`src/rtl/mem_lock_arbiter_if.sv`:
```
// Per-core memory request and lock request/response bundle for mem_lock_arbiter.
// The slave modport is the arbiter side; master is the core-cluster side.
interface mem_lock_arbiter_if #(
    parameter int C  = 8,
    parameter int NL = 16
);
    localparam int LW = $clog2(NL);

    logic [C-1:0]          rd_req;
    logic [C-1:0]          wr_req;
    logic [C-1:0][15:0]    rd_adr;
    logic [C-1:0][15:0]    wr_adr;
    logic [C-1:0][15:0]    wr_dat;
    logic [C-1:0]          mem_ac;
    logic [15:0]           mem_adr;
    logic [15:0]           mem_wdat;
    logic                  mem_we;
    logic                  mem_re;

    logic [C-1:0][LW-1:0]  lock_adr;
    logic [C-1:0]          lock_en;
    logic [C-1:0]          unlock_en;
    logic [C-1:0]          lock_ac;
    logic [NL-1:0]         lock_busy;
    logic                  lock_err;

    modport slave (
        input  rd_req, wr_req, rd_adr, wr_adr, wr_dat,
        input  lock_adr, lock_en, unlock_en,
        output mem_ac, mem_adr, mem_wdat, mem_we, mem_re,
        output lock_ac, lock_busy, lock_err
    );

    modport master (
        output rd_req, wr_req, rd_adr, wr_adr, wr_dat,
        output lock_adr, lock_en, unlock_en,
        input  mem_ac, mem_adr, mem_wdat, mem_we, mem_re,
        input  lock_ac, lock_busy, lock_err
    );
endinterface

```
`src/rtl/mem_lock_arbiter.sv`:
```
// Round-robin shared-memory arbiter plus an independent round-robin lock-register unit.
// Grants and lock acks are registered: requests sampled at edge N show up in cycle N+1.
module mem_lock_arbiter #(
    parameter int C  = 8,
    parameter int NL = 16
) (
    input  logic              clk,
    input  logic              reset_n,
    mem_lock_arbiter_if.slave bus
);
    localparam int PW = $clog2(C);
    localparam int LW = $clog2(NL);

    logic [C-1:0]          mem_ac_q,   mem_ac_d;
    logic                  mem_we_q,   mem_we_d;
    logic                  mem_re_q,   mem_re_d;
    logic [15:0]           mem_adr_q,  mem_adr_d;
    logic [15:0]           mem_wdat_q, mem_wdat_d;
    logic [PW-1:0]         mem_ptr_q,  mem_ptr_d;

    logic [C-1:0]          lock_ac_q,  lock_ac_d;
    logic [NL-1:0]         busy_q,     busy_d;
    logic [NL-1:0][PW-1:0] owner_q,    owner_d;
    logic                  lock_err_q, lock_err_d;
    logic [PW-1:0]         lock_ptr_q, lock_ptr_d;

    logic [C-1:0]          mem_elig;
    logic [C-1:0]          lock_elig;
    logic [PW:0]           mem_pick;
    logic [PW:0]           lock_pick;
    logic [PW-1:0]         mem_win;
    logic [PW-1:0]         lock_win;
    logic [LW-1:0]         elig_adr;
    logic [LW-1:0]         win_adr;

    // Returns {found, index}; scanning downward leaves the entry closest to ptr.
    function automatic logic [PW:0] rr_pick(input logic [C-1:0] elig,
                                            input logic [PW-1:0] ptr);
        logic [PW:0]   res;
        logic [PW-1:0] idx;
        res = '0;
        for (int i = C - 1; i >= 0; i--) begin
            idx = ptr + PW'(i);
            if (elig[idx]) res = {1'b1, idx};
        end
        return res;
    endfunction

    always_comb begin : mem_arb
        // A core acked this cycle still shows its held level; mask it to avoid a double grant.
        mem_elig   = (bus.rd_req | bus.wr_req) & ~mem_ac_q;
        mem_pick   = rr_pick(mem_elig, mem_ptr_q);
        mem_win    = mem_pick[PW-1:0];
        mem_ac_d   = '0;
        mem_we_d   = 1'b0;
        mem_re_d   = 1'b0;
        mem_adr_d  = mem_adr_q;
        mem_wdat_d = mem_wdat_q;
        mem_ptr_d  = mem_ptr_q;
        if (mem_pick[PW]) begin
            mem_ac_d[mem_win] = 1'b1;
            mem_ptr_d         = mem_win + PW'(1);
            if (bus.wr_req[mem_win]) begin
                mem_we_d   = 1'b1;
                mem_adr_d  = bus.wr_adr[mem_win];
                mem_wdat_d = bus.wr_dat[mem_win];
            end else begin
                mem_re_d   = 1'b1;
                mem_adr_d  = bus.rd_adr[mem_win];
            end
        end
    end

    always_comb begin : lock_arb
        elig_adr  = '0;
        lock_elig = '0;
        // Releases are always eligible; acquires only if the lock is free or already ours.
        for (int i = 0; i < C; i++) begin
            elig_adr     = bus.lock_adr[i];
            lock_elig[i] = !lock_ac_q[i] &&
                           (bus.unlock_en[i] ||
                            (bus.lock_en[i] &&
                             (!busy_q[elig_adr] || owner_q[elig_adr] == PW'(i))));
        end
        lock_pick  = rr_pick(lock_elig, lock_ptr_q);
        lock_win   = lock_pick[PW-1:0];
        win_adr    = bus.lock_adr[lock_win];
        lock_ac_d  = '0;
        busy_d     = busy_q;
        owner_d    = owner_q;
        lock_err_d = lock_err_q;
        lock_ptr_d = lock_ptr_q;
        if (lock_pick[PW]) begin
            lock_ac_d[lock_win] = 1'b1;
            lock_ptr_d          = lock_win + PW'(1);
            if (bus.unlock_en[lock_win]) begin
                if (busy_q[win_adr] && owner_q[win_adr] == lock_win) begin
                    busy_d[win_adr] = 1'b0;
                end else begin
                    lock_err_d = 1'b1;
                end
            end else if (!busy_q[win_adr]) begin
                busy_d[win_adr]  = 1'b1;
                owner_d[win_adr] = lock_win;
            end
        end
    end

    always_ff @(posedge clk) begin
        if (!reset_n) begin
            mem_ac_q   <= '0;
            mem_we_q   <= 1'b0;
            mem_re_q   <= 1'b0;
            mem_adr_q  <= '0;
            mem_wdat_q <= '0;
            mem_ptr_q  <= '0;
            lock_ac_q  <= '0;
            busy_q     <= '0;
            owner_q    <= '0;
            lock_err_q <= 1'b0;
            lock_ptr_q <= '0;
        end else begin
            mem_ac_q   <= mem_ac_d;
            mem_we_q   <= mem_we_d;
            mem_re_q   <= mem_re_d;
            mem_adr_q  <= mem_adr_d;
            mem_wdat_q <= mem_wdat_d;
            mem_ptr_q  <= mem_ptr_d;
            lock_ac_q  <= lock_ac_d;
            busy_q     <= busy_d;
            owner_q    <= owner_d;
            lock_err_q <= lock_err_d;
            lock_ptr_q <= lock_ptr_d;
        end
    end

    assign bus.mem_ac    = mem_ac_q;
    assign bus.mem_we    = mem_we_q;
    assign bus.mem_re    = mem_re_q;
    assign bus.mem_adr   = mem_adr_q;
    assign bus.mem_wdat  = mem_wdat_q;
    assign bus.lock_ac   = lock_ac_q;
    assign bus.lock_busy = busy_q;
    assign bus.lock_err  = lock_err_q;
endmodule

```
`src/flat_wrapper.sv`:
```
// flat-port wrapper written by rule: the top's interface ports become plain ports
module mem_lock_arbiter_flat 
#(
    parameter int C  = 8,
    parameter int NL = 16
)
  (clk, reset_n, bus_rd_req, bus_wr_req, bus_rd_adr, bus_wr_adr, bus_wr_dat, bus_lock_adr, bus_lock_en, bus_unlock_en, bus_mem_ac, bus_mem_adr, bus_mem_wdat, bus_mem_we, bus_mem_re, bus_lock_ac, bus_lock_busy, bus_lock_err);
  mem_lock_arbiter_if #(.C(C), .NL(NL)) bus_i ();
  input  logic clk;
  input  logic reset_n;
  input wire logic [$bits(bus_i.rd_req)-1:0] bus_rd_req;
  input wire logic [$bits(bus_i.wr_req)-1:0] bus_wr_req;
  input wire logic [$bits(bus_i.rd_adr)-1:0] bus_rd_adr;
  input wire logic [$bits(bus_i.wr_adr)-1:0] bus_wr_adr;
  input wire logic [$bits(bus_i.wr_dat)-1:0] bus_wr_dat;
  input wire logic [$bits(bus_i.lock_adr)-1:0] bus_lock_adr;
  input wire logic [$bits(bus_i.lock_en)-1:0] bus_lock_en;
  input wire logic [$bits(bus_i.unlock_en)-1:0] bus_unlock_en;
  output wire logic [$bits(bus_i.mem_ac)-1:0] bus_mem_ac;
  output wire logic [$bits(bus_i.mem_adr)-1:0] bus_mem_adr;
  output wire logic [$bits(bus_i.mem_wdat)-1:0] bus_mem_wdat;
  output wire logic [$bits(bus_i.mem_we)-1:0] bus_mem_we;
  output wire logic [$bits(bus_i.mem_re)-1:0] bus_mem_re;
  output wire logic [$bits(bus_i.lock_ac)-1:0] bus_lock_ac;
  output wire logic [$bits(bus_i.lock_busy)-1:0] bus_lock_busy;
  output wire logic [$bits(bus_i.lock_err)-1:0] bus_lock_err;
  assign bus_i.rd_req = bus_rd_req;
  assign bus_i.wr_req = bus_wr_req;
  assign bus_i.rd_adr = bus_rd_adr;
  assign bus_i.wr_adr = bus_wr_adr;
  assign bus_i.wr_dat = bus_wr_dat;
  assign bus_i.lock_adr = bus_lock_adr;
  assign bus_i.lock_en = bus_lock_en;
  assign bus_i.unlock_en = bus_unlock_en;
  assign bus_mem_ac = bus_i.mem_ac;
  assign bus_mem_adr = bus_i.mem_adr;
  assign bus_mem_wdat = bus_i.mem_wdat;
  assign bus_mem_we = bus_i.mem_we;
  assign bus_mem_re = bus_i.mem_re;
  assign bus_lock_ac = bus_i.lock_ac;
  assign bus_lock_busy = bus_i.lock_busy;
  assign bus_lock_err = bus_i.lock_err;
  mem_lock_arbiter #(.C(C), .NL(NL)) u_core (.clk(clk), .reset_n(reset_n), .bus(bus_i));
endmodule
```
`config.mk`:
```
export PLATFORM = sky130hd
export DESIGN_NAME = mem_lock_arbiter_flat
export DESIGN_NICKNAME = d
export VERILOG_FILES = /design/src/rtl/mem_lock_arbiter_if.sv /design/src/rtl/mem_lock_arbiter.sv /design/src/flat_wrapper.sv
export SDC_FILE = /design/constraint.sdc
export NUM_CORES = 1
export LEC_CHECK = 0
export CAP_MARGIN = 15
export CORE_AREA = 2 2 199 201
export DETAILED_ROUTE_END_ITERATION = 8
export DIE_AREA = 0 0 201 203
export PLACE_DENSITY = 0.67
export SETUP_SLACK_MARGIN = 0.3
export SLEW_MARGIN = 20
export SYNTH_ARGS = -nofsm -noshare
export SYNTH_HDL_FRONTEND = slang
export SYNTH_SLANG_ARGS = --single-unit
export TNS_END_PERCENT = 10
```
`constraint.sdc`:
```
create_clock -name clk -period 10.25 [get_ports clk]
set_input_delay 1.5375 -clock clk [delete_from_list [all_inputs] [get_ports clk]]
set_output_delay 1.5375 -clock clk [all_outputs]
set_load 0.05 [all_outputs]
```
### Word-level counts from Yosys, hierarchy flattened

Index checks and enable logic that the tools add are counted.

* bits in registers: 121
* latch bits: 0
* memory bits (writable): 0
* ROM bits: 0
* input bits: 450
* memories: 0

* $add $sub $neg: 16
* multipliers: 0
* divide/modulo/power cells: 0
* $lt $le $gt $ge: 30
* equal/unequal tests: 10
* shift-type cells: 0
* muxes and demuxes: 111
* bitwise gates (word level): 9
* reductions and logical operators: 59

Operator list (count)
* $bmux 16 s3: 3
* $mux 16: 7
* $bmux 3 s4: 9
* $lt 3x4->1 const B: 18
* $mux 4: 17
* $bmux 1 s3: 18
* $bwmux 48: 1
* $lt 4x5->1 const B: 9
* $bmux 1 s4: 9
* $mux 1: 32
* $mux 3: 10
* $add 3x3->3 const B: 8
* $logic_and 1x1->1: 20
* $and 16x16->16: 1
* $logic_not 1->1: 16
* $logic_or 1x1->1: 16
* $not 16->16: 1
* $or 16x16->16: 1
* $add 3x1->3 const B: 4
* $add 3x2->3 const B: 4
* $bmux 4 s3: 1
* $demux 3 s4: 1
* $eq 3x3->1 const B: 4
* $reduce_and 3->1: 3
* 15 further kinds: 22

### Logic depth before layout (Yosys ltp)

* depth after elaboration: 27
* gate-level depth with buffers: 25

### Worst setup path after synthesis

OpenSTA, ideal clock, no wires.

* path kind: input to register
* start point: in bus_lock_adr[28]
* end point: reg u_core.owner_q[43] (netlist bit)
* setup time: 0.128 ns
* arrival time: 6.081 ns
* required time: 10.122 ns
* setup slack: 4.041 ns
* cell stages on the path: 22
* cell sequence: buf_4 -> buf_2 -> o32ai_1 -> o22ai_1 -> o31ai_1 -> nand2_1 -> a22o_1 -> a311o_1 -> o31a_1 -> or3_1 -> o211a_1 -> buf_4 -> inv_4 -> nand3_2 -> nand2_1 -> mux2_2 -> a22oi_1 -> nand4_4 -> buf_6 -> nor4_4 -> mux2i_1 -> nor2_1

* word-level cells in the longest chain between the ends: 24
* elaborated cells between the ends (all ways): 49
* those cells by class: order compare (2); eq/ne (1); mux (37); bitwise (2); reduce/logical (7)

RTL lines
* start, declared: line flat_wrapper.sv:16 `input wire logic [$bits(bus_i.lock_adr)-1:0] bus_lock_adr;`
* $bmux 3 s4 or $bmux 1 s4 (tied branches): line mem_lock_arbiter.sv:83 `(!busy_q[elig_adr] || owner_q[elig_adr] == PW'(i))));`
* $mux 3 (implied by the code) or $mux 1 (tied branches): line mem_lock_arbiter.sv:83
* $eq 3x3->1 or $logic_not 1->1 (tied branches): line mem_lock_arbiter.sv:83
* $logic_or 1x1->1: line mem_lock_arbiter.sv:83
* $logic_and 1x1->1: line mem_lock_arbiter.sv:82 `(bus.lock_en[i] &&`
* $logic_or 1x1->1: line mem_lock_arbiter.sv:81 `(bus.unlock_en[i] ||`
* $logic_and 1x1->1: line mem_lock_arbiter.sv:80 `lock_elig[i] = !lock_ac_q[i] &&`
* $bmux 1 s3: line mem_lock_arbiter.sv:44 `if (elig[idx]) res = {1'b1, idx};`
* $mux 1 (implied by the code): line mem_lock_arbiter.sv:44
* $mux 4 (8 in series): line mem_lock_arbiter.sv:44
* $bmux 4 s3: line mem_lock_arbiter.sv:87 `win_adr = bus.lock_adr[lock_win];`
* $mux 4 (implied by the code): line mem_lock_arbiter.sv:87
* $lt 4x5->1 (implied by the code) or $ge 4x1->1 (tied branches): line mem_lock_arbiter.sv:104 `owner_d[win_adr] = lock_win;`
* $logic_and 1x1->1 (implied by the code): line mem_lock_arbiter.sv:104
* $mux 3 (implied by the code): line mem_lock_arbiter.sv:104
* $demux 3 s4
* $bwmux 48: line mem_lock_arbiter.sv:104
* end signal, assigned: line mem_lock_arbiter.sv:131 `owner_q <= owner_d;`
* end, declared: line mem_lock_arbiter.sv:23 `logic [NL-1:0][PW-1:0] owner_q, owner_d;`

Several ways; a longest one is shown, not always the timed one. The select of a mux whose other input is x is not followed.
A chain may end at the register's enable or synchronous reset.

### Worst setup path after layout

* start point: in bus_lock_adr[0]
* end point: reg u_core.owner_q[26] (netlist bit)

* word-level cells in the longest chain between the ends: 24
* elaborated cells between the ends (all ways): 49
* those cells by class: order compare (2); mux (37); bitwise (2); reduce/logical (8)

RTL lines (line)
* $bmux 3 s4 or $bmux 1 s4 (tied branches): mem_lock_arbiter.sv:83
* $mux 3 (implied by the code) or $mux 1 (tied branches): mem_lock_arbiter.sv:83
* $logic_not 3->1 or $logic_not 1->1 (tied branches): mem_lock_arbiter.sv:83
* $logic_or 1x1->1: mem_lock_arbiter.sv:83
* $logic_and 1x1->1: mem_lock_arbiter.sv:82
* $logic_or 1x1->1: mem_lock_arbiter.sv:81
* $logic_and 1x1->1: mem_lock_arbiter.sv:80
* $bmux 1 s3: mem_lock_arbiter.sv:44
* $mux 1 (implied by the code): mem_lock_arbiter.sv:44
* $mux 4 (8 in series): mem_lock_arbiter.sv:44
* $bmux 4 s3: mem_lock_arbiter.sv:87
* $mux 4 (implied by the code): mem_lock_arbiter.sv:87
* $lt 4x5->1 (implied by the code) or $ge 4x1->1 (tied branches): mem_lock_arbiter.sv:104
* $logic_and 1x1->1 (implied by the code): mem_lock_arbiter.sv:104
* $mux 3 (implied by the code): mem_lock_arbiter.sv:104
* $demux 3 s4
* $bwmux 48: mem_lock_arbiter.sv:104

Several ways; a longest one is shown, not always the timed one. The select of a mux whose other input is x is not followed.

==> impl_metrics.ini <==
[run_status]
status = completed

[synth]
synthDistinctLibCells = 94
ys_warn_count = 0
syn_area_per_cell_sq_um = 7.14
ys_ff_latch = 121
synth-edff-count = 0
synthArstFlopShare_pct = 0
yosysSeqAreaShare_pct = 17.6
synthesis.area_sq_um = 13800
netlist_instances = 1929
ys.flop_type = dfxtp_1
syn-num-nets = 2385

[setup_path]
crit_chain = clkdlybuf4s50_1 -> buf_4 -> o311ai_0 -> a21oi_1 -> a311oi_1 -> nand3_1 -> nand2_1 -> o211ai_1 -> and2_1 -> o32a_1 -> a41o_2 -> inv_4 -> nand3_1 -> nand3_2 -> nand2_1 -> mux2_2 -> a22oi_1 -> nand4_4 -> nor4_2 -> nor2_1 -> a311oi_1
worst-endpoint-required_ns = 10.56
reg2regPathDepth = 20
cp_slowest_cell = o311ai_0
end_kind = flip-flop
crit_family = simple AND/OR/NAND/NOR gates
r2r_end = u_core.owner_q[26]
cp.arrival_ns = 8.87
cp_slowest_stage_delay_ns = 0.90
cp_max_fo = 37
critical_path_class = input pin to flip-flop
reg2reg_slack_ns = 2.57
critPathBufInv = 3
start_kind = input pin

[global_route]
grtUsageMet2_pct = 63.2
antenna_found_initial = 5
grt_pass1_vias = 16800
grt_usage_pct = 38.1
busiest_layer = met2
grt_util_met1_pct = 47.9
grt_pass1_wl_um = 115000
met3_usage_pct = 9.68
overflow = 0
grt_max_degree = 157

[timing]
fmax_ghz = 0.117
period_share_pct = 83.4
tns_ns = 0
finalSetupViolCount = 0
min_period_ns = 8.55
final-max-slew-violation-count = 0
final_hold_viol_count = 0
worst_pin_slew_ns = 1.18
finClkSkew_ns = 0.0132
rsz0062_at_grt = no
timing.hold.ws_ns = 0.466
relSlewSlack_pct = 20.5

[floorplan]
num_rows = 72
dieHeight_um = 203
io_pins = 517
initial_core_util_pct = 35.8
die_area_sq_um = 40800
chipWidth_um = 201
core_sq_um = 38500

[finish]
syn2layout_area_growth_pct = 42.3
fin_cells = 2826
drive_gt1_share_pct = 6.77
fin_nets = 2748

[power_and_ir_drop]
ir_worst_vdd_mv = 0.256
power_leakage_nw = 6.85
pwr_density_cell_nw_per_um2 = 422

[place]
dp_hpwl_um = 63900
place_congestion = 1.04
placedCellCount = 2791
port_buffers = 516

[cts]
hold_buffers = 0
cts_resized = 0
cts_tree = done
cts_sinks = 121
clock_latency_ns = 0.43
cts_root_buf = clkbuf_16
cts_buffers = 17
htree_levels = 4
clock_path_buffers = 2
clk_pin_slew_worst_paths_ns = 0.05
cts_setup_buffers = 0

[routing]
vias = 17800
drt_iter0_drc = 2005
drc_errors = 0
dr.pass1.iters = 6
vias_per_cell = 6.30
routed_wl_um = 81200
wl_per_cell_um = 28.8
antenna_left = 0

[min_path]
min_from = u_core.bus.lock_err
whs_endpoint = u_core.bus.lock_err
hold_path_depth = 2
worstHoldPathType = flip-flop to flip-flop

[job]
maxCapViolCount = 0
==> through the flow <==
step | instance area, sq um | utilization (%) | worst slack [ns] | total power, mW
2_1_floorplan | 13800 | - | 4.04 | 5.49
3_3_place_gp | 19000 | 49.4 | 1.63 | 7.46
3_5_place_dp | 19000 | 49.4 | 1.54 | 7.51
4_1_cts | 19600 | 50.9 | 1.97 | 8.11
5_1_grt | 19600 | 50.9 | 1.34 | 8.71
6_report | 19600 | 50.9 | 1.70 | 8.26
==> how the worst max path moves through the flow <==
stage                     startpoint  slack, ns                 end  depth (start not counted)
finish               bus_lock_adr[0]       1.70  u_core.owner_q[26]                         21
global route        bus_lock_adr[17]       1.34   u_core.owner_q[5]                         21
CTS                 bus_lock_adr[28]       1.97  u_core.owner_q[26]                         21
detailed placement  bus_lock_adr[28]       1.54  u_core.owner_q[19]                         21
global placement    bus_lock_adr[28]       1.63  u_core.owner_q[25]                         20
floorplan           bus_lock_adr[28]       4.04  u_core.owner_q[43]                         22
==> report_power, final <==
group | switching [mW] | internal, mW
clock | 0.237 | 0.344
sequential | 0.337 | 0.626
combinational | 4.44 | 2.28
total | 5.02 | 3.25
==> cells in the final DEF (no fill, tap or decap), types with 17 or more instances in the layout <==
| cell | instances |
|---|---|
| a21oi_1 | 64 |
| nand2_1 | 345 |
| nand4_1 | 20 |
| o21ai_0 | 34 |
| mux4_2 | 20 |
| nor2_1 | 167 |
| nor3_1 | 35 |
| buf_4 | 24 |
| clkdlybuf4s50_1 | 516 |
| dfxtp_1 | 121 |
| nand3_1 | 95 |
| mux2i_1 | 126 |
| nor2b_1 | 31 |
| nor3b_1 | 20 |
| a211oi_1 | 56 |
| a311o_1 | 19 |
| clkbuf_16 | 17 |
| nand3b_1 | 19 |
| o211ai_1 | 37 |
| inv_1 | 46 |
| a311oi_1 | 85 |
| and3_1 | 47 |
==> cells by family (layout without fill, tap and decap cells) <==
family / Yosys count / after routing / synth area share [%]
AO/OA/AOI/OAI: 476 / 476 / 26.5
XOR/XNOR: 10 / 10 / 0.636
flip-flops: 121 / 121 / 17.6
multiplexers: 166 / 166 / 14.1
adder cells (fa/ha/maj): 6 / 6 / 0.545
AND/OR/NAND/NOR: 894 / 894 / 33.0
buffers and inverters: 256 / 631 / 7.73
other: 0 / 4 / 0
==> cell usage after synthesis (all sizes together) (5+ instances only) <==
cell type | count | area [sq um]
a211o | 5 | 43.8
a211oi | 57 | 433
a21o | 6 | 45.0
a21oi | 64 | 320
a221oi | 10 | 93.8
a311o | 19 | 190
a311oi | 85 | 744
a31oi | 15 | 93.8
a32oi | 10 | 95.1
and2 | 14 | 87.6
and3 | 47 | 294
and3b | 8 | 70.1
buf | 69 | 354
clkbuf | 129 | 487
dfxtp | 121 | 2420
ha | 6 | 75.1
inv | 57 | 219
mux2 | 18 | 203
mux2i | 128 | 1280
mux4 | 20 | 450
nand2 | 345 | 1290
nand2b | 12 | 75.1
nand3 | 98 | 505
nand3b | 19 | 143
nand4 | 21 | 146
nand4b | 10 | 87.6
nor2 | 170 | 653
nor2b | 31 | 194
nor3 | 37 | 195
nor3b | 20 | 150
nor4 | 33 | 410
nor4b | 5 | 43.8
o2111ai | 11 | 115
o211ai | 37 | 278
o21ai | 52 | 264
o21bai | 8 | 60.1
o311a | 11 | 110
o311ai | 20 | 175
o31ai | 8 | 65.1
o32ai | 14 | 123
or2 | 7 | 43.8
or3 | 5 | 31.3
xnor2 | 7 | 61.3
==> layout make-up <==
type,instances,area [sq um]
inverters,58,224
repair buffers,542,5390
flip-flops and latches,121,2420
well taps,518,648
diodes,4,10.0
clock inverters,11,97.6
fillers,3818,18900
multi-input cells,1552,10300
clock buffers,20,457
==> per-layer routing <==
layer	wire length [um]	vias to the layer above
met5	16	-
met3	8550	179
met4	3180	2
li1	-	7972
met1	32000	8473
met2	37500	1169
==> worst register-to-register path, stage by stage (launching register included) <==
cell      delay (ns)
dfxtp_1         0.57
inv_1           0.25
o311ai_0        0.94
a21oi_1         0.16
a311oi_1        0.40
nand3_1         0.33
nand2_1         0.34
o211ai_1        0.15
and2_1          0.24
o32a_1          0.36
a41o_2          0.37
inv_4           0.40
nand3_1         0.20
nand3_2         0.22
nand2_1         0.36
mux2_2          0.39
a22oi_1         0.29
nand4_4         0.50
nor4_2          0.74
nor2_1          0.09
a311oi_1        0.26
Power figures use the tool's default switching activity.
